==> src/rtl/two_port_mem.sv <==
// Two-port (1W/1R) word memory with per-lane write mask, pipelined read latency
// and a power-on clear engine that zeroes every word after reset release.
package two_port_mem_pkg;
   // Bits needed to represent depth itself, so out-of-range addresses are expressible.
   function automatic int unsigned clogb2(input int unsigned depth);
      int unsigned bits;
      bits = 0;
      for (int i = 0; i < 32; i++)
         if ((depth >> i) != 0) bits = unsigned'(i) + 1;
      return bits;
   endfunction
endpackage

module two_port_mem
   import two_port_mem_pkg::*;
#(
   parameter int unsigned addresses       = 32,
   parameter int unsigned width           = 8,
   parameter int unsigned byteWidth       = 8,
   parameter int unsigned muxFactor       = 0,
   parameter int unsigned readLatency     = 1,
   parameter int unsigned readDuringWrite = 0,
   localparam int unsigned addressWidth   = clogb2(addresses),
   localparam int unsigned lanes          = width / byteWidth
) (
   input  logic                    clk,
   input  logic                    resetN,
   input  logic                    writeEnable,
   input  logic [addressWidth-1:0] writeAddress,
   input  logic [width-1:0]        writeData,
   input  logic [lanes-1:0]        writeMask,
   input  logic                    readEnable,
   input  logic [addressWidth-1:0] readAddress,
   output logic [width-1:0]        readData,
   output logic                    readValid,
   output logic                    initBusy
);

   localparam int unsigned indexWidth = (addresses > 1) ? $clog2(addresses) : 1;

   if ((width % byteWidth) != 0 || readLatency == 0 || readLatency > 3 ||
       (muxFactor != 0 && (addresses % muxFactor) != 0)) begin : gBadParams
      $error("two_port_mem: illegal parameter combination");
   end

   typedef enum logic {RUN = 1'b0, CLEAR = 1'b1} state_t;

   state_t                  state;
   state_t                  stateNext;
   logic [addressWidth-1:0] clearCount;
   logic [width-1:0]        mem [addresses];
   logic                    writeAccept;
   logic                    readAccept;
   logic                    readInRange;
   logic [width-1:0]        readWord_c;
   logic [readLatency-1:0]  pipeValid;
   logic [width-1:0]        pipeData [readLatency];

   // Clear engine: CLEAR walks every address once, RUN is terminal until reset.
   always_ff @(posedge clk or negedge resetN) begin
      if (!resetN) state <= CLEAR;
      else         state <= stateNext;
   end

   always_comb begin
      stateNext = state;
      case (state)
         CLEAR:   if (clearCount == addressWidth'(addresses - 1)) stateNext = RUN;
         RUN:     stateNext = RUN;
         default: stateNext = CLEAR;
      endcase
   end

   always_ff @(posedge clk or negedge resetN) begin
      if (!resetN)              clearCount <= '0;
      else if (state == CLEAR)  clearCount <= clearCount + addressWidth'(1);
   end

   assign initBusy    = (state == CLEAR);
   assign writeAccept = writeEnable && (state == RUN) &&
                        (writeAddress < addressWidth'(addresses));
   assign readAccept  = readEnable && (state == RUN);
   assign readInRange = (readAddress < addressWidth'(addresses));

   // Storage has no reset; its contents come from the clear engine instead.
   always_ff @(posedge clk) begin
      if (state == CLEAR) begin
         mem[indexWidth'(clearCount)] <= '0;
      end else if (writeAccept) begin
         for (int k = 0; k < lanes; k++)
            if (writeMask[k])
               mem[indexWidth'(writeAddress)][k*byteWidth +: byteWidth] <= writeData[k*byteWidth +: byteWidth];
      end
   end

   // Word captured at acceptance; optional bypass of the lanes being written this cycle.
   always_comb begin
      readWord_c = '0;
      if (readInRange) begin
         readWord_c = mem[indexWidth'(readAddress)];
         if (readDuringWrite != 0 && writeAccept && (writeAddress == readAddress)) begin
            for (int k = 0; k < lanes; k++)
               if (writeMask[k])
                  readWord_c[k*byteWidth +: byteWidth] = writeData[k*byteWidth +: byteWidth];
         end
      end
   end

   // Data stages load only behind a valid, so the last stage holds between reads.
   always_ff @(posedge clk or negedge resetN) begin
      if (!resetN) begin
         pipeValid <= '0;
         for (int i = 0; i < readLatency; i++) pipeData[i] <= '0;
      end else begin
         pipeValid[0] <= readAccept;
         if (readAccept) pipeData[0] <= readWord_c;
         for (int i = 1; i < readLatency; i++) begin
            pipeValid[i] <= pipeValid[i-1];
            if (pipeValid[i-1]) pipeData[i] <= pipeData[i-1];
         end
      end
   end

   assign readValid = pipeValid[readLatency-1];
   assign readData  = pipeData[readLatency-1];

endmodule
==> config.mk <==
export PLATFORM = sky130hd
export DESIGN_NAME = two_port_mem
export DESIGN_NICKNAME = d
export VERILOG_FILES = /design/src/rtl/two_port_mem.sv
export SDC_FILE = /design/constraint.sdc
export NUM_CORES = 1
export LEC_CHECK = 0
export CAP_MARGIN = 20
export CORE_MARGIN = 2
export CORE_UTILIZATION = 30
export DETAILED_ROUTE_END_ITERATION = 10
export PLACE_DENSITY = 0.48
export SLEW_MARGIN = 25
export SYNTH_ARGS = -nofsm -noshare
export SYNTH_HDL_FRONTEND = slang
export SYNTH_SLANG_ARGS = --single-unit
==> constraint.sdc <==
create_clock -name clk -period 3.54 [get_ports clk]
set_input_delay 1.062 -clock clk [delete_from_list [all_inputs] [get_ports clk]]
set_output_delay 1.062 -clock clk [all_outputs]
set_load 0.05 [all_outputs]
### Word-level counts from Yosys, hierarchy flattened

Memories as Yosys holds them, arrays and structs flattened.
Index checks and enable logic that the tools add are counted.

* register bits after elaboration: 16
* memories kept: 1
* output and inout bits: 10
* ROM bits: 0
* memory bits (writable): 256
* bits in latches: 0

Memories
* mem: depth 32, bits a word 8, rd ports 1, clocked after Yosys merged registers in 0, write ports 1, line 51 `logic [width-1:0] mem [addresses];`

* shifts and indexed selects: 0
* $add $sub $neg: 1
* div/mod/pow operators: 0
* bitwise operators: 1
* multiply operators: 0
* equal/unequal tests: 1
* $lt $le $gt $ge: 2
* muxes and demuxes: 12
* reduce and logical (&&, ||, !) cells: 4

Operators by type and width (count)
* 8-bit two-way mux: 2
* 6-bit less-than comparator, second input constant: 2
* 1-bit two-way mux: 8
* 8-bit OR reduction: 1
* 6-bit by 1-bit adder with 6-bit output, second input constant: 1
* 6-bit by 5-bit == test with 1-bit output, second input constant: 1
* 5-bit two-way mux: 1
* 1-bit logical AND: 3
* 1-bit one-hot mux with 2 select lines: 1
* 1-bit inverter: 1

### Depth between registers and ports, before layout

* depth after elaboration: 8
* depth in mapped cells: 9
* mapped depth without buffers: 5

### Worst setup path before layout

OpenSTA, ideal clock, no wires.

* path type: input-to-reg
* start: input writeAddress[5]
* end: memory mem[10][0], enable pin
* arrival: 2.390 ns
* slack: 0.780 ns
* cell stages on the path: 5
* required time: 3.170 ns
* path through: and4bb_1 > clkbuf_1 > nand2_1 > o32a_1 > nor2_1

* word-level cells in the longest chain between the ends: 7

RTL lines
* from (decl): line 29 `input logic [addressWidth-1:0] writeAddress,`
* 6-bit less-than comparator (*): line 81 `(writeAddress < addressWidth'(addresses));`
* 1-bit logical AND (*): line 80 `assign writeAccept = writeEnable && (state == RUN) &&`
* 1-bit two-way mux (*): line 89 `end else if (writeAccept) begin`
* 1-bit two-way mux (*): line 87 `if (state == CLEAR) begin`
* 1-bit two-way mux (not written as such) (*): line 92 `mem[indexWidth'(writeAddress)][k*byteWidth +: byteWidth] <= writeData[k*byteWidth +: byteWidth];`
* 8-bit OR reduction (no line)
* 5-bit two-way mux (no line) / 1-bit two-way mux (equally long branches)
* to (decl): line 51

Mark *: on every way between the ends. The rest lies on a longest branch, timed or not.

### Final worst setup path

* start: register state (netlist: initBusy)
* end: output initBusy

RTL lines
* from (decl): line 48 `state_t state;`
* from (signal assigned): line 62 `else state <= stateNext;`
* to (decl): line 36 `output logic initBusy`

No word-level cell between the ends.

==> impl_metrics.env <==
export IMPL_final_hold_viol_count=0
export IMPL_cts_tree="yes"
export IMPL_num_rows=69
export IMPL_relSlewSlack_pct=39.30
export IMPL_port_buffers=34
export IMPL_finalMaxSlewViolations=0
export IMPL_synth_edf_count=256
export IMPL_antenna_found_initial=0
export IMPL_clock_sink_count=272
export IMPL_synth_seq_area_share_pct=74.51
export IMPL_crit_chain="clkdlybuf4s50_1"
export IMPL_die_width_um=194.2
export IMPL_cp_top_family="buffers and inverters"
export IMPL_cts_setup_buffers=0
export IMPL_yosys_cell_types_count=39
export IMPL_grt_pass1_wl_um=39840
export IMPL_p_leak_nw=4.807
export IMPL_drt_iter0_drc=397
export IMPL_cts_buffers=28
export IMPL_io_pins=35
export IMPL_synth_area_mm2=0.01086
export IMPL_r2r_start="initBusy$_DFF_PN1_"
export IMPL_grt_pass1_vias=6237
export IMPL_synth_seq_cells=272
export IMPL_start_kind="register"
export IMPL_grt_setup_unrepaired="no"
export IMPL_cts_root_buf="clkbuf_16"
export IMPL_path_buf_inv=1
export IMPL_die_y_um=194.2
export IMPL_fmax_mhz=323.0
export IMPL_p_total_mw=6.992
export IMPL_start_util_pct=30.52
export IMPL_antenna_left=0
export IMPL_netlist_instances=602
export IMPL_cp_end_kind="output pin"
export IMPL_dp_hpwl_um=17630
export IMPL_fin_crit_ps=3096
export IMPL_vias_per_cell=4.909
export IMPL_tns_ps=0
export IMPL_grt_max_degree=37
export IMPL_syn_nets=628
export IMPL_cts_resized=0
export IMPL_track_usage_pct=14.06
export IMPL_antenna_cells=0
export IMPL_critical_path_max_stage_delay_ps=840
export IMPL_h_tree_depth=1
export IMPL_synth_area_per_cell_um2=18.03
export IMPL_fillerInstances=3313
export IMPL_place_congestion=0.7613
export IMPL_slowest_stage="clkdlybuf4s50_1"
export IMPL_clock_latency_ps=550
export IMPL_setup_viol=0
export IMPL_vias=5822
export IMPL_power_density_mw_per_mm2=528.2
export IMPL_cts_hold_buffers=0
export IMPL_endpoint="initBusy"
export IMPL_nNetsFinal=729
export IMPL_wirelength_um=26600
export IMPL_drc=0
export IMPL_drive_gt1_share_pct=21.93
export IMPL_crit_type="register to output pin"
export IMPL_path_clk_slew_ps=60
export IMPL_arrival_ps=2030
export IMPL_worst_pin_slew_ps=907.7
export IMPL_crit_start="initBusy$_DFF_PN1_"
export IMPL_drtPass1Iterations=5
export IMPL_maxCapViolations=0
export IMPL_wire_per_inst_um=22.43
export IMPL_skew_ps=15.91
export IMPL_synthFlopType="edfxtp_1"
export IMPL_hold_path_class="register to register"
export IMPL_outcome="finished clean"
export IMPL_cts_buffer_depth=3
export IMPL_yosysWarnings=0
export IMPL_crit_required_ps=2480
export IMPL_synthArstFlopShare_pct=5.882
export IMPL_reg2regPathDepth=6
export IMPL_grt_overflow=0
export IMPL_vdd_ir_drop_max_uv=311.3
export IMPL_core_area_mm2=0.03557
export IMPL_period_share_pct=87.45
export IMPL_syn_to_final_growth_pct=21.93
export IMPL_reg2reg_setup_slack_ps=1230
export IMPL_path_depth=1
export IMPL_dieArea_mm2=0.03773
export IMPL_r2r_end="mem[16][3]$_DFFE_PP_"
export IMPL_crit_path_max_fanout=10
==> worst reg2reg max path, stage by stage (launching register included) <==
cell and delay [ps]:
dfstp_2 640, and4bb_1 370, o31ai_1 280, buf_4 170, nand2_1 180, nor2_1 180
buf_4 190
==> through the flow <==
stage,hold WS (ps),setup slack (ps),cells,util (%),cell area [um2]
6_report,498.0,444.2,1186,37.22,13240
2_1_floorplan,446.9,779.5,602,-,10860
3_5_place_dp,489.0,229.8,1134,34.44,12250
3_3_place_gp,469.2,271.6,1134,34.44,12250
4_1_cts,503.2,410.7,1186,37.22,13240
5_1_grt,507.8,380.7,1186,37.22,13240
==> final cells by class <==
type | count | area [um2] | area share (%)
Clock buffer | 30 | 708.2 | 5.350
Clock inverter | 22 | 279.0 | 2.108
Tap cell | 461 | 576.8 | 4.357
Inverter | 5 | 18.77 | 0.1418
Sequential cell | 272 | 8089 | 61.11
Multi-Input combinational cell | 291 | 2545 | 19.22
Timing Repair Buffer | 105 | 1021 | 7.713
==> synthesized netlist by cell type (2+ instances only) <==
cell      instances  share of area (%)
a211oi_1          6               0.41
a21oi_1          21               0.97
a221oi_1          8               0.65
a22o_1            8               0.65
a22oi_1          18                1.2
a31oi_1           2               0.12
and2_1            9               0.52
buf_1             5               0.17
buf_2             4               0.18
buf_4             4               0.28
buf_6             6               0.62
clkbuf_1         14               0.48
dfrtp_1          15                3.5
edfxtp_1        256                 71
inv_1             5               0.17
mux2_2            8               0.83
mux2i_1          66                6.1
mux4_2           32                6.6
nand2_1          30                1.0
nand2b_1          3               0.17
nand3_1           6               0.28
nand3b_1          2               0.14
nand4_1           2               0.12
nor2_1           38                1.3
nor2b_1           9               0.52
o21ai_0           2              0.092
o21ai_1           2              0.092
o32a_1            2               0.18
o41ai_1           6               0.48
xnor2_1           4               0.32
==> registers in the layout, indices dropped and copies added (netlist names) <==
| signal | cells |
|---|---|
| readValid | 1 |
| readData | 8 |
| clearCount | 6 |
| mem | 256 |
| initBusy | 1 |
==> logic make-up (layout without fill, tap and decap cells) <==
| kind of cell | Yosys count | after routing | synth area share (%) |
|---|---|---|---|
| flip-flops | 272 | 272 | 74.51 |
| multiplexers | 106 | 106 | 13.55 |
| buffers and inverters | 39 | 162 | 2.051 |
| AO/OA/AOI/OAI | 78 | 78 | 5.106 |
| AND/OR/NAND/NOR | 101 | 101 | 4.264 |
| adder cells (fa/ha/maj) | 1 | 1 | 0.1152 |
| XOR/XNOR | 5 | 5 | 0.4033 |
==> per-layer routing <==
metal	GRT usage [%]	vias to the layer above	wire, um	part of all wire [%]
met5	0	-	0	0
met4	4.040	0	621	2.3
met3	1.548	39	1270	4.8
met2	24.04	166	13080	49
met1	18.95	3023	11630	44
li1	-	2594	-	-
==> how the worst min path moves through the flow <==
| stage | start | to | cells past startpoint |
|---|---|---|---|
| after global routing | clearCount[5]$_DFFE_PN0P_ | clearCount[5]$_DFFE_PN0P_ | 1 |
| after global placement | clearCount[5]$_DFFE_PN0P_ | clearCount[5]$_DFFE_PN0P_ | 1 |
| final | clearCount[5]$_DFFE_PN0P_ | clearCount[5]$_DFFE_PN0P_ | 1 |
| after detailed placement | readData[1]$_DFFE_PN0P_ | readData[1]$_DFFE_PN0P_ | 2 |
| after floorplan | clearCount[5]$_DFFE_PN0P_ | clearCount[5]$_DFFE_PN0P_ | 1 |
| after CTS | readData[1]$_DFFE_PN0P_ | readData[1]$_DFFE_PN0P_ | 2 |
==> report_power, final <==
group | internal, mW | total [mW] | switching (mW)
combinational | 0.162 | 0.384 | 0.222
clock | 1.89 | 3.10 | 1.21
sequential | 3.50 | 3.51 | 0.00836
==> cell usage in the layout, fill, tap and decap left out, types with 2 or more instances in the layout <==
master             n
xnor2_1            4
dfrtp_1           15
nand2b_1           3
mux2i_1           66
o21ai_0            2
nor2b_1            9
clkinv_1           5
o32a_1             2
nand4_1            2
nand3b_1           2
o21ai_1            2
bufinv_16          6
buf_12            12
a211oi_1           6
nand2_1           30
a221oi_1           8
a22o_1             8
a21oi_1           21
inv_1              5
and2_1             9
a31oi_1            2
clkinv_2           5
nor2_1            38
mux2_2             8
o41ai_1            6
edfxtp_1         256
clkbuf_16         28
buf_4             60
clkbuf_1           2
clkinvlp_4         4
mux4_2            32
clkdlybuf4s50_1   33
a22oi_1           18
nand3_1            6
(Power assumes the default switching activity.)
